===== src/rtl/ram_reader.sv =====
// Frame read sequencer: streams NUMADDR words from a 1-cycle-latency RAM, linear or bit-reversed,
// through a 2-entry skid FIFO onto a valid/ready stream with a last-word flag.
module ram_reader #(
  parameter int unsigned WORDSIZE = 16,
  parameter int unsigned ADDRSIZE = 8,
  parameter int unsigned NUMADDR  = 64,
  parameter bit          BITREV   = 1'b0
) (
  input  logic                clk,
  input  logic                rst,
  input  logic                start,
  output logic                busy,
  output logic                done,
  output logic [ADDRSIZE-1:0] ram_read_addr,
  output logic                ram_rd_en,
  output logic                ram_wr_en,
  output logic                ram_cs,
  input  logic [WORDSIZE-1:0] ram_data_out,
  output logic [WORDSIZE-1:0] m_data,
  output logic                m_valid,
  input  logic                m_ready,
  output logic                m_last
);
  localparam int unsigned AddrW = $clog2(NUMADDR);
  localparam int unsigned CntW  = AddrW + 1;
  localparam logic [CntW-1:0] LastIdx = CntW'(NUMADDR - 1);

  typedef enum logic [1:0] {StIdle, StRead, StDrain} state_e;

  state_e              r_state, w_state_d;
  logic [CntW-1:0]     r_addr_cnt, w_addr_cnt_d;
  logic [CntW-1:0]     r_out_cnt, w_out_cnt_d;
  logic                r_inflight;
  logic                r_done, w_done_d;
  logic [WORDSIZE-1:0] r_mem [2];
  logic                r_wr_ptr, r_rd_ptr;
  logic [1:0]          r_count, w_count_d;
  logic [1:0]          w_occ;
  logic                w_push, w_pop;
  logic [ADDRSIZE-1:0] w_map;

  assign w_push    = r_inflight;
  assign m_valid   = (r_count != 2'd0);
  assign w_pop     = m_valid & m_ready;
  assign m_data    = m_valid ? r_mem[r_rd_ptr] : '0;
  assign m_last    = m_valid & (r_out_cnt == LastIdx);
  assign busy      = (r_state != StIdle);
  assign ram_cs    = busy;
  assign done      = r_done;
  assign ram_wr_en = 1'b0;

  // Occupancy after this cycle's pop; a read may only be issued if its word will have a slot.
  assign w_occ     = r_count + {1'b0, r_inflight} - {1'b0, w_pop};
  assign ram_rd_en = (r_state == StRead) && (w_occ < 2'd2);

  always_comb begin
    w_map = '0;
    for (int i = 0; i < int'(AddrW); i++) begin
      w_map[i] = BITREV ? r_addr_cnt[int'(AddrW) - 1 - i] : r_addr_cnt[i];
    end
  end
  assign ram_read_addr = ram_rd_en ? w_map : '0;

  always_comb begin
    w_state_d    = r_state;
    w_addr_cnt_d = r_addr_cnt;
    w_out_cnt_d  = r_out_cnt;
    w_done_d     = 1'b0;
    w_count_d    = r_count + {1'b0, w_push} - {1'b0, w_pop};
    unique case (r_state)
      StIdle: begin
        // r_done high means this is the done cycle, where a new start is refused.
        if (start && !r_done) begin
          w_state_d    = StRead;
          w_addr_cnt_d = '0;
          w_out_cnt_d  = '0;
        end
      end
      StRead: begin
        if (ram_rd_en) begin
          w_addr_cnt_d = r_addr_cnt + CntW'(1);
          if (r_addr_cnt == LastIdx) w_state_d = StDrain;
        end
      end
      StDrain: begin
        if (w_pop && (r_out_cnt == LastIdx)) begin
          w_state_d = StIdle;
          w_done_d  = 1'b1;
        end
      end
      default: w_state_d = StIdle;
    endcase
    if (w_pop) w_out_cnt_d = r_out_cnt + CntW'(1);
  end

  always_ff @(posedge clk or posedge rst) begin
    if (rst) begin
      r_state    <= StIdle;
      r_addr_cnt <= '0;
      r_out_cnt  <= '0;
      r_inflight <= 1'b0;
      r_done     <= 1'b0;
      r_count    <= 2'd0;
      r_wr_ptr   <= 1'b0;
      r_rd_ptr   <= 1'b0;
      r_mem[0]   <= '0;
      r_mem[1]   <= '0;
    end else begin
      r_state    <= w_state_d;
      r_addr_cnt <= w_addr_cnt_d;
      r_out_cnt  <= w_out_cnt_d;
      r_inflight <= ram_rd_en;
      r_done     <= w_done_d;
      r_count    <= w_count_d;
      if (w_push) begin
        r_mem[r_wr_ptr] <= ram_data_out;
        r_wr_ptr        <= ~r_wr_ptr;
      end
      if (w_pop) r_rd_ptr <= ~r_rd_ptr;
    end
  end

  a_no_full_push: assert property (@(posedge clk) disable iff (rst)
    !(w_push && (r_count == 2'd2)));

endmodule

===== config.mk =====
export PLATFORM = sky130hd
export DESIGN_NAME = ram_reader
export DESIGN_NICKNAME = d
export VERILOG_FILES = /design/src/rtl/ram_reader.sv
export SDC_FILE = /design/constraint.sdc
export NUM_CORES = 1
export LEC_CHECK = 0
export BUFFER_PORTS_ARGS = -buffer_cell sky130_fd_sc_hd__buf_2
export CAP_MARGIN = 15
export CORE_MARGIN = 2
export CORE_UTILIZATION = 49
export CTS_CLUSTER_DIAMETER = 200
export CTS_CLUSTER_SIZE = 12
export DETAILED_ROUTE_END_ITERATION = 16
export GPL_TIMING_DRIVEN = 0
export HOLD_SLACK_MARGIN = 0.03
export PLACE_DENSITY = 0.73
export SYNTH_ARGS = -nofsm -noshare
export SYNTH_HDL_FRONTEND = slang
export SYNTH_SLANG_ARGS = --single-unit

===== constraint.sdc =====
create_clock -name clk -period 1.7 [get_ports clk]
set_clock_uncertainty 0.2 [all_clocks]
set_input_delay 0.17 -clock clk [delete_from_list [all_inputs] [get_ports clk]]
set_output_delay 0.17 -clock clk [all_outputs]
set_load 0.05 [all_outputs]

[Word level (Yosys, flattened, before mapping)]
Index checks and enable logic that the tools add are counted.
Storage, ports and cells
  bits of input ports: 20
  logic and storage cells: 66
  bits in registers: 54
  output and inout bits: 31
Operators by class
  eq/ne operators: 8
  reductions and logical operators: 14
  magnitude comparators: 4
  muxes and demuxes: 20
  $add $sub $neg: 4
  bitwise logic cells: 6
Operators with widths (number)
  16-bit 2-to-1 mux: 5
  32-bit bitwise mux: 1
  7-bit 2-to-1 mux: 4
  16-bit demux with 1-bit select: 1
  7-bit by 1-bit adder with 7-bit output, second input constant: 2
  7-bit by 6-bit == test with 1-bit output, second input constant: 2
  7-bit case mux with 2 select lines: 1
  2-bit nonzero test: 5
  2-bit 2-to-1 mux: 4
  6-bit 2-to-1 mux: 1
  2-bit inequality test, second input constant: 3
  2-bit case mux with 3 select lines: 1
  2-bit >= comparator, second input constant: 2
  1-bit logical AND: 4
  1-bit inverter with 2-bit output: 2
  4-bit AND reduction: 1
  3-bit AND reduction: 1
  2-bit by 1-bit adder with 2-bit output: 1
  1-bit AND: 2
  2-bit by 1-bit == test with 1-bit output, second input constant: 1
  2-bit == test, second input constant: 1
  2-bit logical NOT: 1
  2-bit by 1-bit < comparator with 1-bit output, second input constant: 1
  2-bit < comparator, second input constant: 1
  6 further kinds: 8

[Logic depth before layout (Yosys ltp)]
Gate-level depths: netlist of run 1.
  word-level depth: 7
  mapped depth: 9

[Worst setup path after synthesis of run 1]
OpenSTA, ideal clock, no wires.
  path kind: reg2out
  start: register r_out_cnt[0]
  end: output port m_last
  cell stages (with the launch flop): 4
  arrival time: 2132 ps
  slack: -802 ps
  path buffers: 0
  cells stage by stage: dfrtp_1 -> ha_1 -> nand3_1 -> nor4_1
On the way
  longest elaborated chain between the ends: 2
RTL lines
  start: declaration: line 32  | logic [CntW-1:0] r_out_cnt, w_out_cnt_d;
  start signal: assignment: line 111  | r_out_cnt <= w_out_cnt_d;
  7-bit by 6-bit == test with 1-bit output: line 46  | assign m_last = m_valid & (r_out_cnt == LastIdx);
  1-bit AND: line 46
  end: declaration: line 22  | output logic m_last
No other way between the ends.

[Final worst setup path of run 1]
  start: register r_count[0]
  end: output port ram_read_addr[1]
On the way
  longest elaborated chain between the ends: 6
  elaborated cells on any way between the ends: 7
  classes of those cells: add/sub: 2; order compare: 1; mux: 1; bitwise: 1; reduce/logical: 2
RTL lines
  start: declaration: line 37  | logic [1:0] r_count, w_count_d;
  start signal: assignment: line 114  | r_count <= w_count_d;
  branches (longest 2 deep; another with 2-bit by 1-bit adder with 2-bit output)
  2-bit by 1-bit subtractor with 2-bit output *: line 53  | assign w_occ = r_count + {1'b0, r_inflight} - {1'b0, w_pop};
  2-bit < comparator *: line 54  | assign ram_rd_en = (r_state == StRead) && (w_occ < 2'd2);
  1-bit logical AND *: line 54
  6-bit 2-to-1 mux *: line 62  | assign ram_read_addr = ram_rd_en ? w_map : '0;
  end: declaration: line 14  | output logic [ADDRSIZE-1:0] ram_read_addr,
Every way passes the cells marked *.

==> impl_metrics.tcl, run 1 <==
set metrics [dict create \
    status "finished, violations left" \
    violations "negative setup slack" \
    synthTopCellsByCount "dfrtp_1, mux2_1, nor2_1" \
    synth_xor_area_share_pct 1.02 \
    antenna_left 0 \
    grt_pass1_vias 2098 \
    yosys.area_share.simple_pct 14.3 \
    ys_warn_count 0 \
    slew_viol_final 0 \
    syn2layout_area_growth_pct 50.9 \
    synth-seq-area-share_pct 52.4 \
    ys_types 38 \
    clock_latency_ns 0.29 \
    setup_ws_ns -0.541 \
    syn_area_sq_mm 0.00258 \
    synth_top_family_by_area "multiplexers" \
    critPathKind "reg2out" \
    synth_largest_area_cell "dfrtp_1" \
    drt_first_pass_iters 4 \
    cts_buffers 5 \
    io_buffers 47 \
    fillers 332 \
    cts_buffer_depth 2 \
    fin_crit_sh_pct 132 \
    muxShareOfSynthArea_pct 22.1 \
    synthTopCellsByArea "dfrtp_1, mux2_1, mux2i_1" \
    antenna_cells 0 \
    antenna_found_initial 0 \
    ctsHtreeMaxLevel 2 \
    dieArea_sq_mm 0.00586 \
    drt-total-wl_um 5950 \
    path_max_fanout 4 \
    synth_compound_area_share_pct 4.70 \
    drt_iter0_drc 90 \
    core_sq_mm 0.00511 \
    setup_viol 42 \
    hold_path.class "in2reg" \
    start_kind "register" \
    post_drt_wl_per_cell_um 15.2 \
    yosysMostFrequentCell "dfrtp_1" \
    synth-edff-count 0 \
    grt_start_max_net_pins 45 \
    post-route-min-period_ns 2.24 \
    grt_pass1_wl_um 9780 \
    die_w_um 76.6 \
    cp-end-kind "primary output" \
    gp_congestion 0.785 \
    syn_avg_cell_area_sq_um 11.5 \
    crit_required_ns 1.33 \
    ys.flop_type "dfrtp_1" \
    synthArstFlopShare_pct 100 \
    vias_per_cell 5.09 \
    gr-usage-all-layers_pct 21.0 \
    synth_seq_cells 54 \
    final_hold_viol_count 0 \
    rsz0062_at_grt "true" \
    clock_sinks 54 \
    yosys.area_share.adder_pct 1.45 \
    fin_util_pct 76.2 \
    num_rows 26 \
    drive_above_1_share_pct 43.2 \
    grt_overflow 0 \
    fp.dieH_um 76.6 \
    fmax_mhz 446 \
    nets 344 \
    hpwl_um 3540 \
    root_buffer "clkbuf_8" \
    syn_inst 225 \
    ios 51 \
    cts_tree "built" \
    initial_core_util_pct 50.5 \
    arrival_ns 1.87 \
    num_vias 1996 \
    synth_top_area_share_pct 52.4 \
    drv_cap 0 \
    drc 0 \
    clk_pin_slew_ns 0.09 \
]
-- kinds of logic (layout without fill, tap and decap cells) --
kind of cell,Yosys count,count (layout)
simple gates,74,74
flops,54,54
mux,53,53
compound gates,19,19
buf+inv,18,113
fa+ha+maj,3,3
xor+xnor,3,3
other cells,1,3
-- final timing paths --
path | depth (start not counted) | startpoint | to | slack, ns
min reg2reg | 1 | r_mem[16] | r_mem[16] | 0.29
min | 4 | m_ready | r_out_cnt[0] | 0.11
max in group asynchronous | 4 | rst | r_mem[25] | 0.66
max reg2reg | 7 | r_count[0] | r_addr_cnt[5] | -0.25
min in group asynchronous | 3 | rst | r_out_cnt[6] | 0.14
max | 8 | r_count[0] | ram_read_addr[1] | -0.54
-- flip-flops by register name, indices dropped and copies added (netlist names) --
name,count
r_mem,32
r_wr_ptr,1
r_count,2
r_state,2
r_rd_ptr,1
r_addr_cnt,7
r_inflight,1
done,1
r_out_cnt,7
-- layout make-up --
| type | count | area (sq um) | share of cell area (%) |
|---|---|---|---|
| plain buffers | 12 | 140 | 3.60 |
| multi-input cells | 155 | 1360 | 34.9 |
| flip-flops and latches | 54 | 1350 | 34.7 |
| clock inverters | 1 | 5.00 | 0.129 |
| well taps | 70 | 87.6 | 2.25 |
| repair buffers | 89 | 846 | 21.7 |
| clock buffers | 7 | 86.3 | 2.22 |
| inverters | 4 | 17.5 | 0.450 |
-- per-stage QoR --
step	instance area [sq um]	setup TNS [ns]	cells	worst slack, ns	hold WS [ns]
2_1_floorplan	2720	-3.71	227	-0.308	0.102
3_3_place_gp	3040	-47.07	344	-0.646	0.200
3_5_place_dp	3060	-14.30	345	-0.479	-0.0801
4_1_cts	3680	-11.31	383	-0.553	0.0829
5_1_grt	3890	-13.24	392	-0.651	0.125
6_report	3890	-9.82	392	-0.541	0.108
-- worst max-delay path: stages (launching register included) --
cell and delay, ns:
dfrtp_1 0.39, mux2i_1 0.21, ha_2 0.22, and4_4 0.22, nor2_4 0.05, inv_4 0.08, clkbuf_16 0.13, and2_4 0.13
buf_8 0.13
-- what timing repair did --
action / 4_1_cts / 5_1_grt
gates cloned: 2 / 1
pin swaps: 4 / 9
endpoints found under the hold margin: 86 / 0
buffers inserted: 12 / 12
hold buffers: 17 / 0
gates resized for setup: 79 / 37
endpoints found under the setup margin: 61 / 53
-- routing by layer --
metal	vias up	track usage (%)	part of all wire [%]
li1	957	-	-
met1	995	26.2	44
met2	38	37.8	52
met3	6	2.96	3.0
met4	0	6.55	1.4
met5	-	0	0
-- layout by cell type (no fill, tap or decap), types with 11 or more instances in the layout --
| cell | n |
|---|---|
| buf_2 | 21 |
| buf_4 | 24 |
| buf_6 | 22 |
| buf_8 | 11 |
| dfrtp_1 | 53 |
| dlygate4sd3_1 | 17 |
| mux2_1 | 32 |
| mux2i_1 | 15 |
| nand2_1 | 13 |
| nor2_1 | 11 |
| nor2_4 | 11 |
Power of run 1 is not shown: default switching activity piles up to over one toggle a cycle in this logic, so the estimate is an artifact.
==> run 2, diff against run 1 <==
Settings changed: ABC_AREA from default to 1.
==> run 2 against run 1 <==
Net effect: the run still ends with negative setup slack left; register-to-register slack about the same; non-clock buffer count up 12; critical path depth up 2.
==> impl_metrics.tcl, run 2 <==
set metrics [dict create \
    largest_register_ffs 32 \
    antenna_left 0 \
    dieArea_sq_mm 0.00600 \
    mostFrequentLayoutCells "nand2_1, dfrtp_1, o21ai_0" \
    ys.flop_type "dfrtp_1" \
    cts_tree "built" \
    yosysMostFrequentCell "nand2_1" \
    syn_area_sq_mm 0.00264 \
    placed_cell_area_sq_mm 0.00314 \
    drt-total-wl_um 7540 \
    ios 51 \
    synth-seq-area-share_pct 51.1 \
    cts_buffers 5 \
    drt_iter0_drc 176 \
    slew_viol_final 0 \
    synthTopCellsByArea "dfrtp_1, nand2_1, o21ai_0" \
    setup_viol 33 \
    dp_slack_ns -0.554 \
    post-route-min-period_ns 2.22 \
    gp_congestion 0.813 \
    start_kind "register" \
    core_sq_mm 0.00517 \
    initial_core_util_pct 51.1 \
    die_w_um 77.5 \
    post_drt_wl_per_cell_um 14.6 \
    synthTopCellsByCount "nand2_1, dfrtp_1, inv_1" \
    rsz0062_at_grt "true" \
    fmax_mhz 450 \
    fin_util_pct 80.0 \
    synth-edff-count 0 \
    nets 468 \
    worstMarginPinSlew_ns 0.644 \
    max_slew_margin_pct 57.0 \
    fin_crit_sh_pct 131 \
    path_max_fanout 5 \
    violations "negative setup slack" \
    io_buffers 47 \
    synth_top_area_share_pct 51.1 \
    grt_pass1_vias 2663 \
    final_hold_viol_count 0 \
    clk_pin_slew_ns 0.10 \
    fp.dieH_um 77.5 \
    top_regs "r_mem x32, r_addr_cnt x7, r_out_cnt x7" \
    clock_latency_ns 0.31 \
    root_buffer "clkbuf_8" \
    fin_tns_setup_ns -9.44 \
    hpwl_um 4170 \
    antenna_found_initial 0 \
    top_register "r_mem" \
    status "finished, violations left" \
    clock_sinks 54 \
    syn_inst 340 \
    num_vias 2645 \
    mostFrequentLayoutCell "nand2_1" \
    synthArstFlopShare_pct 100 \
    synth_seq_cells 54 \
    drc 0 \
    arrival_ns 1.85 \
    drive_above_1_share_pct 35.7 \
    grt_start_max_net_pins 30 \
    ys_warn_count 0 \
    setup_ws_ns -0.523 \
    syn2layout_area_growth_pct 56.5 \
    gr-usage-all-layers_pct 26.2 \
    hold_path.class "in2reg" \
    r2r_setup_slack_ns -0.24 \
    ctsHtreeMaxLevel 2 \
    num_rows 26 \
    drt_first_pass_iters 4 \
    grt_overflow 0 \
    drv_cap 0 \
    fin_area_sq_mm 0.00414 \
    critPathKind "reg2out" \
    cts_buffer_depth 2 \
    ys_types 25 \
    antenna_cells 0 \
    cp-end-kind "primary output" \
    synth_largest_area_cell "dfrtp_1" \
    vias_per_cell 5.13 \
    syn_avg_cell_area_sq_um 7.78 \
    crit_required_ns 1.33 \
    grt_pass1_wl_um 12400 \
]
==> run 2: cell type report <==
cell class | count | area, sq um
timing repair buffer | 96 | 937
tap | 70 | 87.6
fill | 300 | 1040
inverter | 41 | 174
multi-input combinational | 230 | 1330
sequential | 54 | 1350
clock buffer | 6 | 72.6
buffer | 17 | 145
clock inverter | 2 | 37.5
==> run 2: cells by family after synthesis <==
family / share of synthesized area (%)
compound gates: 11.7
xor+xnor: 1.66
fa+ha+maj: 1.42
buf+inv: 9.37
flops: 51.1
other cells: 0.142
simple gates: 24.6
==> run 2: routing by layer <==
metal | part of all wire [%] | track usage (%)
met5 | 0 | 0
met1 | 41 | 31.7
met3 | 3.6 | 4.65
met4 | 1.8 | 8.57
met2 | 53 | 47.0
==> run 2: repair_timing <==
action / CTS / global route
endpoints found under the setup margin: 33 / 43
endpoints found under the hold margin: 60 / 0
resized for setup: 102 / 23
gates cloned: 3 / 0
pin swaps: 6 / 8
hold buffers: 17 / 0
buffers inserted: 20 / 9
==> run 2: per-stage QoR <==
step / hold WS [ns] / cells
2_1_floorplan: 0.131 / 342
3_3_place_gp: 0.242 / 459
3_5_place_dp: 0.105 / 460
4_1_cts: 0.0903 / 508
5_1_grt: 0.138 / 516
6_report: 0.0942 / 516
==> run 2: worst paths after layout <==
| path | cells past startpoint | start | to |
|---|---|---|---|
| worst max-delay path | 10 | r_count[0] | ram_read_addr[1] |
| max in group asynchronous | 4 | rst | r_count[1] |
| worst min register to register | 2 | r_mem[5] | r_mem[5] |
| worst min-delay path | 7 | start | r_state[1] |
| worst max register to register | 12 | r_count[0] | r_addr_cnt[6] |
| min in group asynchronous | 3 | rst | r_mem[9] |
==> run 2: critical path, stage by stage (launching register included) <==
cell     delay (ns)
dfrtp_1        0.42
inv_2          0.12
nand3_4        0.08
o21ai_2        0.06
ha_2           0.22
inv_2          0.05
nand3_2        0.07
nand3_4        0.12
buf_12         0.17
nor2_4         0.09
buf_8          0.15
Power of run 2 is left out for the same reason.
==> run 3, diff against run 2 <==
Settings changed: RECOVER_POWER from default to 25.
==> run 3 against run 2 <==
Net effect: the flow still finishes with violations (negative setup slack); sequential share of layout area about the same; fmax is essentially flat; core utilization about the same; global-route usage stayed put; critical path type unchanged; first-iteration DRC count is 5.1% lower; worst setup slack improved by 0.00056 ns; non-clock buffer count unchanged; final area is essentially flat; count of clock-buffer cells in the layout unchanged; hold slack hardly changed; final cell count is the same; critical endpoint unchanged; flip-flop and latch count is the same.
==> impl_metrics.tcl, run 3 (same netlist as run 2, synthesis figures left out) <==
set metrics [dict create \
    root_buffer "clkbuf_8" \
    drc 0 \
    drt_first_pass_iters 4 \
    cts_buffers 5 \
    antenna_found_initial 0 \
    antenna_left 0 \
    crit_chain "inv_2 -> nand3_4 -> o21ai_2 -> ha_2 -> inv_2 -> nand3_2 -> nand3_4 -> buf_12 -> nor2_4 -> buf_8" \
    post-route-min-period_ns 2.22 \
    top_regs "r_mem x32, r_addr_cnt x7, r_out_cnt x7" \
    setup_viol 33 \
    gr-usage-all-layers_pct 26.2 \
    fin_crit_sh_pct 131 \
    cts_tree "built" \
    path_max_fanout 5 \
    grt_overflow 0 \
    cts_buffer_depth 2 \
    fmax_mhz 450 \
    cp-end-kind "primary output" \
    r2r_start "r_count[0]" \
    vias_per_cell 5.09 \
    fp.dieH_um 77.5 \
    hpwl_um 4170 \
    arrival_ns 1.85 \
    nets 468 \
    rsz0062_at_grt "true" \
    core_sq_mm 0.00517 \
    grt.busiest_layer "met2" \
    cpMaxStageDelayCell "dfrtp_1" \
    io_buffers 47 \
    gp_congestion 0.813 \
    use_met1_pct 31.7 \
    ctsHtreeMaxLevel 2 \
    die_w_um 77.5 \
    worstMarginPinSlew_ns 0.644 \
    setup_ws_ns -0.523 \
    drive_above_1_share_pct 35.4 \
    dieArea_sq_mm 0.00600 \
    clock_sinks 54 \
    start_kind "register" \
    grt_start_max_net_pins 30 \
    grt_pass1_wl_um 12400 \
    num_vias 2624 \
    drv_cap 0 \
    post_drt_wl_per_cell_um 14.6 \
    clock_latency_ns 0.31 \
    drt_iter0_drc 167 \
    worstRegToRegCells 12 \
    drt-total-wl_um 7540 \
    crit_required_ns 1.33 \
    violations "negative setup slack" \
    hold_start "start" \
    r2r-end "r_addr_cnt[6]" \
    critPathTopFamily "buffers and inverters" \
    mostFrequentLayoutCell "nand2_1" \
    grt_pass1_vias 2663 \
    antenna_cells 0 \
    placed_cell_area_sq_mm 0.00314 \
    num_rows 26 \
    globalRouteMet2Util_pct 47.0 \
    max_slew_margin_pct 57.0 \
    crit_buf_inv 4 \
    clk_pin_slew_ns 0.10 \
    status "finished, violations left" \
    largest_register_ffs 32 \
    top_register "r_mem" \
    critPathKind "reg2out" \
    holdWs_ns 0.0945 \
    hold_path.class "in2reg" \
    initial_core_util_pct 51.1 \
    fin_tns_setup_ns -9.45 \
    whs_endpoint "r_state[1]" \
    syn2layout_area_growth_pct 56.4 \
    mostFrequentLayoutCells "nand2_1, dfrtp_1, o21ai_0" \
    grt_util_met3_pct 4.65 \
    hold_depth 7 \
    fin_area_sq_mm 0.00414 \
    ios 51 \
    dp_slack_ns -0.554 \
    final_hold_viol_count 0 \
    r2r_setup_slack_ns -0.24 \
    critPathMaxStageDelay_ns 0.42 \
    slew_viol_final 0 \
]
[run 3: changes by cell type in the layout (fill, tap and decap cells not counted)]
cell,change
buf_2,-1
clkbuf_1,+1
[run 3: layout make-up]
type,instances,area [sq um]
clock inverters,2,37.5
inverters,41,174
plain buffers,17,145
repair buffers,96,936
multi-input cells,230,1330
clock buffers,6,72.6
fillers,301,1040
flip-flops and latches,54,1350
well taps,70,87.6
[run 3: metrics by stage]
step / util [%] / cells
after detailed placement: 60.7 / 460
after global routing: 79.9 / 516
after floorplan: - / 342
after CTS: 77.7 / 508
after global placement: 60.4 / 459
final: 79.9 / 516
[run 3: worst reg2reg max path: cells and delay by family (launching register included)]
| family | cells | cell delay, ns |
|---|---|---|
| DFF | 1 | 0.42 |
| and+or+nand+nor | 5 | 0.37 |
| AOI/OAI and AO/OA | 1 | 0.06 |
| buffers and inverters | 5 | 0.58 |
| adders and majority gates | 1 | 0.22 |
[run 3: worst max path at each step]
stage                     from          endpoint  slack (ns)  depth (start not counted)
floorplan           r_count[1]        r_inflight       -0.13                          8
global placement           rst          r_mem[1]       -0.72                          2
detailed placement  r_count[1]        m_data[13]       -0.55                          4
CTS                 r_count[0]  ram_read_addr[5]       -0.48                         10
global route        r_count[0]  ram_read_addr[1]       -0.61                         10
finish              r_count[0]  ram_read_addr[1]       -0.52                         10
[run 3: metal layers]
layer	vias up	share of wire (%)
met1	1283	42
met5	-	0
met2	57	53
li1	1276	-
met3	8	3.2
met4	0	1.3
[run 3: repair_timing]
item                                    in CTS  in global routing
gates resized for setup                    102                 23
buffers inserted                            20                  9
endpoints found under the setup margin      33                 43
hold endpoints to repair                    60                  0
pin swaps                                    6                  8
hold buffers                                17                  0
gates cloned                                 3                  0
Power of run 3 is left out for the same reason.
